`config.mk`:
```
export PLATFORM = sky130hd
export DESIGN_NAME = i2s_line_in_rx
export DESIGN_NICKNAME = d
export VERILOG_FILES = /design/src/rtl/i2s_pkg.sv /design/src/rtl/i2s_edge_sync.sv /design/src/rtl/i2s_line_in_rx.sv
export SDC_FILE = /design/constraint.sdc
export NUM_CORES = 1
export LEC_CHECK = 0
export CORE_ASPECT_RATIO = 1.25
export CORE_MARGIN = 2
export CORE_UTILIZATION = 58
export DETAILED_ROUTE_END_ITERATION = 7
export GPL_TIMING_DRIVEN = 0
export PLACE_DENSITY = 0.81
export SETUP_SLACK_MARGIN = 0.3
export SLEW_MARGIN = 10
export SYNTH_ARGS = -nofsm -noshare
export SYNTH_HDL_FRONTEND = slang
export SYNTH_SLANG_ARGS = --single-unit
```
`constraint.sdc`:
```
create_clock -name clk_100 -period 4.66 [get_ports clk_100]
set_clock_uncertainty 0.05 [all_clocks]
set_input_delay 1.165 -clock clk_100 [delete_from_list [all_inputs] [get_ports clk_100]]
set_output_delay 1.165 -clock clk_100 [all_outputs]
set_load 0.02 [all_outputs]
```
`src/rtl/i2s_pkg.sv`:
```
// Shared types and constants for the I2S line-in receiver.
// Holds the frame-tracking state encoding and the bit-counter width.
package i2s_pkg;

    localparam int   I2S_CNT_W = 6;
    localparam logic I2S_LEFT  = 1'b0;

    typedef enum logic [1:0] {
        WAIT_SYNC,
        LEFT,
        RIGHT
    } i2s_state_t;

endpackage

```
`src/rtl/i2s_edge_sync.sv`:
```
// Multi-flop synchronizer for one asynchronous codec input.
// With EDGE_DETECT set, it also produces a registered one-cycle rising-edge strobe.
module i2s_edge_sync #(
    parameter int SYNC_STAGES = 2,
    parameter bit EDGE_DETECT = 1'b0
) (
    input  logic clk_100,
    input  logic reset,
    input  logic i_d,
    output logic o_q,
    output logic o_rise
);

    logic [SYNC_STAGES-1:0] r_sync;

    // NOTE: non-blocking assignments, so each stage takes the previous stage's old value.
    always_ff @(posedge clk_100 or posedge reset) begin
        if (reset) begin
            r_sync <= '0;
        end else begin
            r_sync <= {r_sync[SYNC_STAGES-2:0], i_d};
        end
    end

    assign o_q = r_sync[SYNC_STAGES-1];

    generate
        if (EDGE_DETECT) begin : g_rise
            logic r_prev;
            logic r_rise;

            always_ff @(posedge clk_100 or posedge reset) begin
                if (reset) begin
                    r_prev <= 1'b0;
                    r_rise <= 1'b0;
                end else begin
                    r_prev <= o_q;
                    r_rise <= o_q & ~r_prev;
                end
            end

            assign o_rise = r_rise;
        end else begin : g_no_rise
            assign o_rise = 1'b0;
        end
    endgenerate

endmodule

```
`src/rtl/i2s_line_in_rx.sv`:
```
// I2S ADC-path deserializer: turns codec serial line-in data into paired
// left/right SAMPLE_BITS words with a new_sample strobe, all in the clk_100 domain.
module i2s_line_in_rx
    import i2s_pkg::*;
#(
    parameter int SAMPLE_BITS = 24,
    parameter int SYNC_STAGES = 2
) (
    input  logic                   clk_100,
    input  logic                   reset,
    input  logic                   i2s_bclk,
    input  logic                   i2s_lr,
    input  logic                   i2s_sdata,
    output logic [SAMPLE_BITS-1:0] line_in_l,
    output logic [SAMPLE_BITS-1:0] line_in_r,
    output logic                   new_sample,
    output logic                   frame_err
);

    localparam logic [I2S_CNT_W-1:0] L_SB = I2S_CNT_W'(SAMPLE_BITS);

    logic w_bclk_s;
    logic w_bclk_rise;
    logic w_lr_s;
    logic w_sdata_s;
    logic w_lr_rise_unused;
    logic w_sdata_rise_unused;

    i2s_state_t             r_state;
    logic                   r_lr_prev;
    logic [I2S_CNT_W-1:0]   r_bit_cnt;
    logic [SAMPLE_BITS-1:0] r_shreg;
    logic [SAMPLE_BITS-1:0] r_hold_l;

    logic [SAMPLE_BITS-1:0] w_word;
    logic                   w_short;

    i2s_edge_sync #(.SYNC_STAGES(SYNC_STAGES), .EDGE_DETECT(1'b1)) u_bclk_sync (
        .clk_100 (clk_100),
        .reset   (reset),
        .i_d     (i2s_bclk),
        .o_q     (w_bclk_s),
        .o_rise  (w_bclk_rise)
    );

    i2s_edge_sync #(.SYNC_STAGES(SYNC_STAGES), .EDGE_DETECT(1'b0)) u_lr_sync (
        .clk_100 (clk_100),
        .reset   (reset),
        .i_d     (i2s_lr),
        .o_q     (w_lr_s),
        .o_rise  (w_lr_rise_unused)
    );

    i2s_edge_sync #(.SYNC_STAGES(SYNC_STAGES), .EDGE_DETECT(1'b0)) u_sdata_sync (
        .clk_100 (clk_100),
        .reset   (reset),
        .i_d     (i2s_sdata),
        .o_q     (w_sdata_s),
        .o_rise  (w_sdata_rise_unused)
    );

    // Short words are left-justified so the received bits stay in the MSBs.
    // NOTE: every output gets a default first, so no latch is inferred.
    always_comb begin
        w_short = (r_bit_cnt < L_SB);
        w_word  = r_shreg;
        if (w_short) begin
            w_word = r_shreg << (L_SB - r_bit_cnt);
        end
    end

    // NOTE: data registers are reset as well, so the outputs read 0 right after reset.
    always_ff @(posedge clk_100 or posedge reset) begin
        if (reset) begin
            r_state    <= WAIT_SYNC;
            r_lr_prev  <= 1'b0;
            r_bit_cnt  <= '0;
            r_shreg    <= '0;
            r_hold_l   <= '0;
            line_in_l  <= '0;
            line_in_r  <= '0;
            new_sample <= 1'b0;
            frame_err  <= 1'b0;
        end else begin
            new_sample <= 1'b0;
            frame_err  <= 1'b0;
            if (w_bclk_rise) begin
                r_lr_prev <= w_lr_s;
                if (w_lr_s != r_lr_prev) begin
                    r_bit_cnt <= '0;
                    r_shreg   <= '0;
                    case (r_state)
                        WAIT_SYNC: begin
                            if (w_lr_s == I2S_LEFT) r_state <= LEFT;
                        end
                        LEFT: begin
                            r_hold_l  <= w_word;
                            frame_err <= w_short;
                            r_state   <= RIGHT;
                        end
                        RIGHT: begin
                            // The right word goes straight out alongside the held left word.
                            line_in_l  <= r_hold_l;
                            line_in_r  <= w_word;
                            new_sample <= 1'b1;
                            frame_err  <= w_short;
                            r_state    <= LEFT;
                        end
                        default: r_state <= WAIT_SYNC;
                    endcase
                end else if (r_bit_cnt < L_SB) begin
                    r_shreg   <= {r_shreg[SAMPLE_BITS-2:0], w_sdata_s};
                    r_bit_cnt <= r_bit_cnt + 1'b1;
                end else if (r_bit_cnt != '1) begin
                    r_bit_cnt <= r_bit_cnt + 1'b1;
                end
            end
        end
    end

    logic w_bclk_s_unused;
    assign w_bclk_s_unused = w_bclk_s;

endmodule
```
; After elaboration in Yosys (flattened, before gate mapping)
; Index checks and enable logic that the tools add are counted.
; Widths: inputs -> output; s select.
[classes]
shifts = 1
bitwise_logic = 2
addsub = 2
n_mux = 14
eq_ne = 5
n_reduce_logical = 9
magnitude_cmp = 1
[ops]
columns = op, n
row1 = $mux 24, 3
row2 = $shl 24x6->24, 1
row3 = $mux 6, 3
row4 = $reduce_and 3->1, 3
row5 = $add 6x1->6 const B, 1
row6 = $lt 6x5->1 const B, 1
row7 = $mux 1, 6
row8 = $ne 6x6->1 const B, 1
row9 = $pmux 2 s3, 1
row10 = $sub 5x6->6 const A, 1
row11 = $reduce_and 2->1, 2
row12 = $reduce_bool 3->1, 1
row13 = $eq 2x1->1 const B, 1
row14 = $eq 2x2->1 const B, 1
row15 = $logic_not 2->1, 1
row16 = $mux 2, 1
row17 = $ne 2x2->1 const B, 1
row18 = $reduce_bool 2->1, 1
row19 = $reduce_or 2->1, 1
row20 = $and 1x1->1, 1
row21 = $ne 1x1->1, 1
row22 = $not 1->1, 1
[totals]
register_bits = 115
out_inout_bits = 50

; Longest topological paths before layout
; Gate-level depths: netlist of run 1.
[depth]
depth_word = 5
ltp_mapped = 12
mapped_depth_nobuf = 8

; Cells and area by module
; A second synthesis of run 1 with hierarchy kept.
[unflattened]
cells_unflattened = 582
hier_area_um2 = 5805.6
[modules_own_cells]
columns = module, n_inst, seq_area_each_um2, cells_per_inst, area_each_um2
row1 = i2s_line_in_rx, 1, 2677.6, 566, 5557.8
row2 = i2s_edge_sync at u_lr_sync ..., 2, 50.0, 5, 65.1
row3 = i2s_edge_sync at u_bclk_sync, 1, 100.1, 6, 117.6

; Worst setup path after synthesis of run 1
; No wires, ideal clock.
[synth_path]
path_kind = register -> register
start = register r_bit_cnt[0]
end = register line_in_r[22]
arrival_ns = 2.555
period_less_slack_ns = 2.687
stages_incl_launch_ff = 11
required_ns = 4.528
setup_slack_ns = 1.973
setup_time_ns = 0.082
cell_sequence = dfrtp_1 > buf_4 > clkinv_2 > buf_2 > ha_1 > buf_6 > mux2i_1 > mux4_2 > a21o_1 > a221o_1 > a31oi_1
[synth_via]
elab_chain_cells = 3
[synth_rtl]
columns = element, line
row1 = "start, declared", i2s_line_in_rx.sv:31  ; logic [I2S_CNT_W-1:0] r_bit_cnt;
row2 = "start signal, assigned", i2s_line_in_rx.sv:113  ; r_bit_cnt <= r_bit_cnt + 1'b1;
row3 = "start signal, assigned", i2s_line_in_rx.sv:115  ; r_bit_cnt <= r_bit_cnt + 1'b1;
row4 = $sub 5x6->6, i2s_line_in_rx.sv:68  ; w_word = r_shreg << (L_SB - r_bit_cnt);
row5 = $shl 24x6->24, i2s_line_in_rx.sv:68
row6 = $mux 24 (*), i2s_line_in_rx.sv:67  ; if (w_short) begin
row7 = "end signal, assigned", i2s_line_in_rx.sv:104  ; line_in_r <= w_word;
row8 = "end, declared", i2s_line_in_rx.sv:15  ; output logic [SAMPLE_BITS-1:0] line_in_r,
; Mark *: on every way between the ends. The rest lies on a longest branch, timed or not.
; A chain may end at the register's enable or synchronous reset.

; Final worst setup path of run 1
[layout_path]
start = register r_bit_cnt[0]
end = register r_hold_l[10]
[layout_via]
elab_chain_cells = 3
[layout_rtl]
columns = element, line
row1 = $sub 5x6->6, i2s_line_in_rx.sv:68
row2 = $shl 24x6->24, i2s_line_in_rx.sv:68
row3 = $mux 24 (*), i2s_line_in_rx.sv:67
row4 = "end signal, assigned", i2s_line_in_rx.sv:97  ; r_hold_l <= w_word;
row5 = "end, declared", i2s_line_in_rx.sv:33  ; logic [SAMPLE_BITS-1:0] r_hold_l;
; Marked as above.

==> results of run 1 <==
-- critical path, delay by kind of cell, from the launching register on --
kind | cells | cell delay [ns]
buffers and inverters | 5 | 1.12
multiplexers | 3 | 0.79
AO/OA/AOI/OAI | 3 | 0.54
adder cells (fa/ha/maj) | 1 | 0.37
flip-flops | 1 | 0.36
-- layout make-up --
type                       instances  area share
sequential                       115       0.401
multi-input combinational        416       0.364
timing repair buffer              55      0.0792
clock buffer                      22      0.0647
buffer                            38      0.0415
tap                              126      0.0220
clock inverter                     9      0.0215
inverter                           8     0.00611
-- path summary, 6_finish.rpt --
kind,start,endpoint,cells after the start
max,r_bit_cnt[0]$_DFFE_PP0P_,r_hold_l[10]$_DFFE_PP0P_,12
min,u_sdata_sync.r_sync[0]$_DFF_PP0_,u_sdata_sync.r_sync[1]$_DFF_PP0_,0
max reg2reg,r_bit_cnt[0]$_DFFE_PP0P_,r_hold_l[10]$_DFFE_PP0P_,12
min reg2reg,u_sdata_sync.r_sync[0]$_DFF_PP0_,u_sdata_sync.r_sync[1]$_DFF_PP0_,0
max in group asynchronous,reset,line_in_l[11]$_DFFE_PP0P_,3
min in group asynchronous,reset,u_lr_sync.r_sync[0]$_DFF_PP0_,2
-- cell usage in the layout (no fill, tap or decap), drive strengths merged, types with 2 or more instances in the layout --
cell / Yosys / final
a21oi: 22 / 22
buf: 19 / 20
inv: 7 / 7
xnor2: 4 / 4
o21ai: 26 / 26
clkdlybuf4s50: 0 / 54
o211ai: 7 / 7
nand2: 141 / 141
nor3: 5 / 5
bufinv: 0 / 4
nand3b: 3 / 3
mux2i: 38 / 38
xor2: 5 / 5
a31oi: 22 / 22
a22oi: 6 / 6
o211a: 3 / 3
nor2: 38 / 38
mux4: 7 / 7
mux2: 9 / 9
clkinv: 1 / 4
or3: 3 / 3
nand3: 12 / 12
nor2b: 3 / 3
ha: 7 / 7
clkbuf: 18 / 40
o311ai: 2 / 2
a211oi: 2 / 2
clkinvlp: 0 / 2
and2: 3 / 3
dfrtp: 115 / 115
a21o: 2 / 2
o31ai: 7 / 7
a22o: 25 / 25
and3: 2 / 2
nand2b: 3 / 3
-- registers in the layout, summed over array words and instances, names as in the netlist, 2 cells and up --
register             cells
r_state                  2
r_shreg                 24
u_sdata_sync.r_sync      2
line_in_r               24
u_lr_sync.r_sync         2
r_bit_cnt                6
u_bclk_sync.r_sync       2
r_hold_l                24
line_in_l               24
-- cell families after synthesis --
| family | Yosys count | synth area share |
|---|---|---|
| adder cells (fa/ha/maj) | 7 | 0.0150 |
| multiplexers | 54 | 0.110 |
| AND/OR/NAND/NOR | 216 | 0.155 |
| XOR/XNOR | 9 | 0.0161 |
| AO/OA/AOI/OAI | 130 | 0.152 |
| buffers and inverters | 46 | 0.0578 |
| flip-flops | 115 | 0.494 |
-- Yosys cell counts, types with 4 or more instances --
library cell / number
nor2_1: 38
buf_2: 10
clkbuf_8: 6
a22oi_1: 6
o21ai_0: 21
nand3_1: 12
mux4_2: 6
mux2_2: 9
a22o_1: 25
nor3_1: 4
clkbuf_1: 12
a21oi_1: 21
ha_1: 7
o31ai_1: 6
dfrtp_1: 115
buf_6: 5
xnor2_1: 4
mux2i_1: 38
a31oi_1: 22
o21ai_1: 5
nand2_1: 141
inv_1: 6
o211ai_1: 7
-- per-stage QoR --
stage | worst slack [ns] | cell area, sq um
global placement | -0.912 | 6520
CTS | 1.35 | 7170
finish | 1.29 | 7170
detailed placement | 1.39 | 6560
global route | 1.09 | 7170
floorplan | 0.401 | 5820
-- power by group through the flow --
stage	Combinational [mW]	Clock, mW	Sequential, mW
2_1_floorplan	0.677	0	1.44
3_3_place_gp	1.18	0	1.32
3_5_place_dp	1.21	0	1.34
4_1_cts	1.23	1.37	1.33
5_1_grt	1.34	1.42	1.35
6_report	1.23	1.36	1.33
-- layer usage --
layer | track usage | routed length (microns) | part of all wire | vias to the layer above
li1 | - | - | - | 2182
met1 | 0.389 | 6380 | 0.40 | 2367
met2 | 0.537 | 8120 | 0.51 | 203
met3 | 0.0598 | 940 | 0.059 | 43
met4 | 0.139 | 463 | 0.029 | 0
met5 | 0 | 0 | 0 | -
==> flow_summary.toml, run 1 <==
[outcome]
status = "complete, no violations"

[finish]
antenna_cells_inserted = 0
fin_cells = 789
drive_gt1_frac = 0.119
finalNetCount = 663
fillers = 681
syn_to_final_growth_pct = 23.2
utilization = 0.739
regArea_sq_um = 2880
multi_input_comb_area_sq_um = 2610

[floorplan]
dieArea_sq_um = 10900
ioPinCount = 55
coreArea_sq_um = 9710
die_y_microns = 116
die_w_microns = 93.6
initial_core_util = 0.600
num_rows = 40

[logic_synthesis]
synth_cell_types = 55
yosys.area.top_type_share = 0.494
netlist_area_sq_um = 5820
synth.avg_cell_area_sq_um = 10.1
yosysSeqAreaShare = 0.494
syn_inst = 577
yosysTopAreaCell = "dfrtp_1"
synth-main-ff-cell = "dfrtp_1"
synthArstFlopShare = 1.00
yosysWarnings = 0
synth_nets = 589
synth.area.top_cells = "dfrtp_1 (49%), nand2_1 (9.1%), mux2i_1 (6.5%), a22o_1 (3.8%), nor2_1 (2.4%)"
synth_edf_count = 0
synth-seq-cells = 115

[timing]
layout_worst_path_cycle_share = 0.722
drv_slew = 0
fmax_mhz = 297
hold_viol = 0
tns_ns = 0
holdWs_ns = 0.299
fin_crit_ns = 3.37
worst_pin_slew_ns = 0.725
setup_viol = 0
rsz0062_at_grt = "false"
slew_headroom = 0.513

[global_route]
first_global_vias = 4909
antenna_found_initial = 0
grt_usage = 0.314
grt_pass1_wl_microns = 25500
grt.overflow.total = 0
grt_max_degree = 87

[place]
io_buffers = 54
routabilityCongestion = 0.950
hpwlAfterDp_microns = 11400
place_inst = 758

[pwr]
pwr_density_cell_nw_per_um2 = 547
p_total_mw = 3.93
switching_share = 0.327
combPwrFrac = 0.314
leakagePower_nw = 3.30
p_int_mw = 2.64
p_clk_frac = 0.347
p_seq_frac = 0.339
ir_drop_v = 0.000298
p_sw_mw = 1.28

[cts]
clk_pin_slew_ns = 0.05
post-cts-setup-buffers = 0
cts_tree = "built"
clock_path_buffers = 2
cts_buffers = 17
clk_latency_ns = 0.42
htreeDepth = 4
cts_hold_buf = 0
clock_sinks = 115
cts-root-buf = "clkbuf_16"
cts.repair.resized = 0

[worst_setup_path]
worstPathCellList = "buf_4 > clkinv_2 > buf_2 > ha_1 > buf_6 > buf_6 > mux2i_1 > mux2i_1 > mux2i_1 > a21oi_1 > a22oi_1 > a21oi_1"
critPathArrivalTime_ns = 3.59
start_kind = "flop"
critPathMostFrequentCell = "mux2i_1"
slowest_delay_ns = 0.37
crit_type = "flop to flop"
slowest_stage = "ha_1"
r2r_slack_ns = 1.29
cp-end-kind = "flop"
required_ns = 4.88
worstPathMaxFanout = 10

[route]
vias = 4795
final_antenna_net_count = 0
firstDrtPassIters = 5
wirelength_microns = 15900
drc = 0
avgRoutedWirePerCell_microns = 20.1
drt_iter0_drc = 342
routed_via_density = 6.08

[flow_run]
max-cap-violations = 0

[hold_path]
min-delay-path-class = "flop to flop"
Power figures use the tool's default switching activity.
==> run 2, diff against run 1 <==
--- a/config.mk
+++ b/config.mk
@@ -7,10 +7,10 @@
 export LEC_CHECK = 0
 export CORE_ASPECT_RATIO = 1.25
 export CORE_MARGIN = 2
-export CORE_UTILIZATION = 58
+export CORE_UTILIZATION = 52
 export DETAILED_ROUTE_END_ITERATION = 7
 export GPL_TIMING_DRIVEN = 0
-export PLACE_DENSITY = 0.81
+export PLACE_DENSITY = 0.76
 export SETUP_SLACK_MARGIN = 0.3
 export SLEW_MARGIN = 10
 export SYNTH_ARGS = -nofsm -noshare
==> constraint.sdc (replaced) <==
create_clock -name clk_100 -period 2.9 [get_ports clk_100]
set_clock_uncertainty 0.05 [all_clocks]
set_input_delay 0.725 -clock clk_100 [delete_from_list [all_inputs] [get_ports clk_100]]
set_output_delay 0.725 -clock clk_100 [all_outputs]
set_load 0.02 [all_outputs]
==> run 2 against run 1 <==
  * Worst setup slack lost 0.98 ns
  * First-iteration DRC count is 11% lower
  * Combinational power increased by 90%
  * Power grew 68%
  * Cell count up 2.9%
  * Hold slack gained 0.0024 ns
  * Sequential share of layout area down 1.9 points
  * Die area rose by 11%
  * Global-route usage down 3.7 points
  * Via count rose by 1.0%
  * Non-clock buffer count grew 14
  * Largest cell class unchanged
==> flow_summary.toml, run 2 (synthesis gave the netlist of run 1 again) <==
[hold_path]
holdPathStages = 0
min-delay-path-class = "flop to flop"

[timing]
worst_pin_slew_ns = 0.759
drv_slew = 0
rsz0062_at_grt = "true"
fin_ws_ns = 0.310
fin_crit_ns = 2.59
fmax_mhz = 386
slew_headroom = 0.494
holdWs_ns = 0.302
setup_viol = 0
layout_worst_path_cycle_share = 0.893
hold_viol = 0

[pwr]
switching_share = 0.326
pwr_density_cell_nw_per_um2 = 875
ir_drop_v = 0.000410
p_sw_mw = 2.15
p_clk_frac = 0.321
leakagePower_nw = 3.41
p_seq_frac = 0.324
p_total_mw = 6.59
p_int_mw = 4.45
combPwrFrac = 0.355

[worst_setup_path]
ff2ff_path_depth = 11
worstPathMaxFanout = 5
crit_type = "flop to flop"
critPathArrivalTime_ns = 2.87
start_kind = "flop"
cp-end-kind = "flop"
required_ns = 3.18

[cts]
cts_hold_buf = 0
cts-root-buf = "clkbuf_16"
cts_buffers = 17
clk_latency_ns = 0.41
clock_path_buffers = 2
cts_tree = "built"
clock_sinks = 115
htreeDepth = 4
clk_pin_slew_ns = 0.05

[route]
wirelength_microns = 16200
vias = 4843
firstDrtPassIters = 7
avgRoutedWirePerCell_microns = 19.9
drt_iter0_drc = 306
final_antenna_net_count = 0
routed_via_density = 5.96
drc = 0

[finish]
final_common_cell = "nand2_1"
antenna_cells_inserted = 0
stdcell_area_sq_um = 7540
finalNetCount = 677
final_cell_mix = "nand2_1 (141), dfrtp_1 (114), clkdlybuf4s50_1 (54), nor2_1 (37), mux2i_1 (27)"
drive_gt1_frac = 0.177
syn_to_final_growth_pct = 29.5

[flow_run]
max-cap-violations = 0

[global_route]
grt_usage = 0.277
grt_pass1_wl_microns = 25500
antenna_found_initial = 0
first_global_vias = 4784
grt.overflow.total = 0
grt_max_degree = 40

[floorplan]
die_w_microns = 98.7
initial_core_util = 0.528
die_y_microns = 122
ioPinCount = 55
dieArea_sq_um = 12100
coreArea_sq_um = 11000
num_rows = 43

[place]
routabilityCongestion = 0.933
pre_cts_slack_ns = -0.231
placed_area_sq_um = 6610
io_buffers = 54
hpwlAfterDp_microns = 11600

[outcome]
status = "complete, no violations"
## run 2: worst paths after layout
| path | slack [ns] | from | endpoint |
|---|---|---|---|
| worst max register to register | 0.31 | r_bit_cnt[0]$_DFFE_PP0P_ | r_hold_l[22]$_DFFE_PP0P_ |
| worst max-delay path | 0.31 | r_bit_cnt[0]$_DFFE_PP0P_ | r_hold_l[22]$_DFFE_PP0P_ |
| max in group asynchronous | 1.55 | reset | r_shreg[20]$_DFFE_PP0P_ |
| min in group asynchronous | 0.55 | reset | line_in_l[2]$_DFFE_PP0P_ |
| worst min-delay path | 0.30 | u_bclk_sync.r_sync[0]$_DFF_PP0_ | u_bclk_sync.r_sync[1]$_DFF_PP0_ |
| worst min register to register | 0.30 | u_bclk_sync.r_sync[0]$_DFF_PP0_ | u_bclk_sync.r_sync[1]$_DFF_PP0_ |
## run 2: metal layers
| metal | global-route usage | up-vias | wire length [microns] | share of wire |
|---|---|---|---|---|
| met4 | 0.134 | 0 | 614 | 0.038 |
| met5 | 0 | - | 0 | 0 |
| met1 | 0.336 | 2379 | 6600 | 0.41 |
| li1 | - | 2220 | - | - |
| met2 | 0.465 | 198 | 8060 | 0.50 |
| met3 | 0.0661 | 46 | 924 | 0.057 |
## run 2: per-stage QoR
step	setup TNS (ns)	cells	util
floorplan	0	577	-
global placement	-26.21	766	0.594
detailed placement	-1.76	769	0.599
CTS	0	807	0.676
global route	0	812	0.684
finish	0	812	0.684
## run 2: timing repair
action | 4_1_cts | 5_1_grt
setup buffers | 5 | 5
resized for setup | 29 | 16
cloned | 2 | 0
pin swaps | 8 | 14
endpoints found under the setup margin | 48 | 25
## run 2: cell type report
type                    count  area, sq um
fillers                   838         3490
clock buffers              22          474
repair buffers             69          736
plain buffers              38          343
inverters                   8         53.8
clock inverters             9          128
multi-input cells         416         2760
flip-flops and latches    115         2880
well taps                 135          169
## run 2: critical path, cell delays in order, from the launching register on
cell      delay (ns)
dfrtp_1         0.36
buf_6           0.13
clkinv_8        0.05
buf_12          0.12
ha_4            0.26
buf_4           0.15
buf_16          0.14
mux2i_2         0.15
mux4_2          0.46
a21o_1          0.22
a221o_1         0.28
a31oi_1         0.13
## run 2: power groups by stage
stage / sequential (mW) / clock, mW / combinational, mW
final: 2.14 / 2.12 / 2.34
after global placement: 2.13 / 0 / 1.93
after global routing: 2.18 / 2.21 / 2.49
after CTS: 2.13 / 2.14 / 2.28
after detailed placement: 2.15 / 0 / 1.97
after floorplan: 2.32 / 0 / 1.09
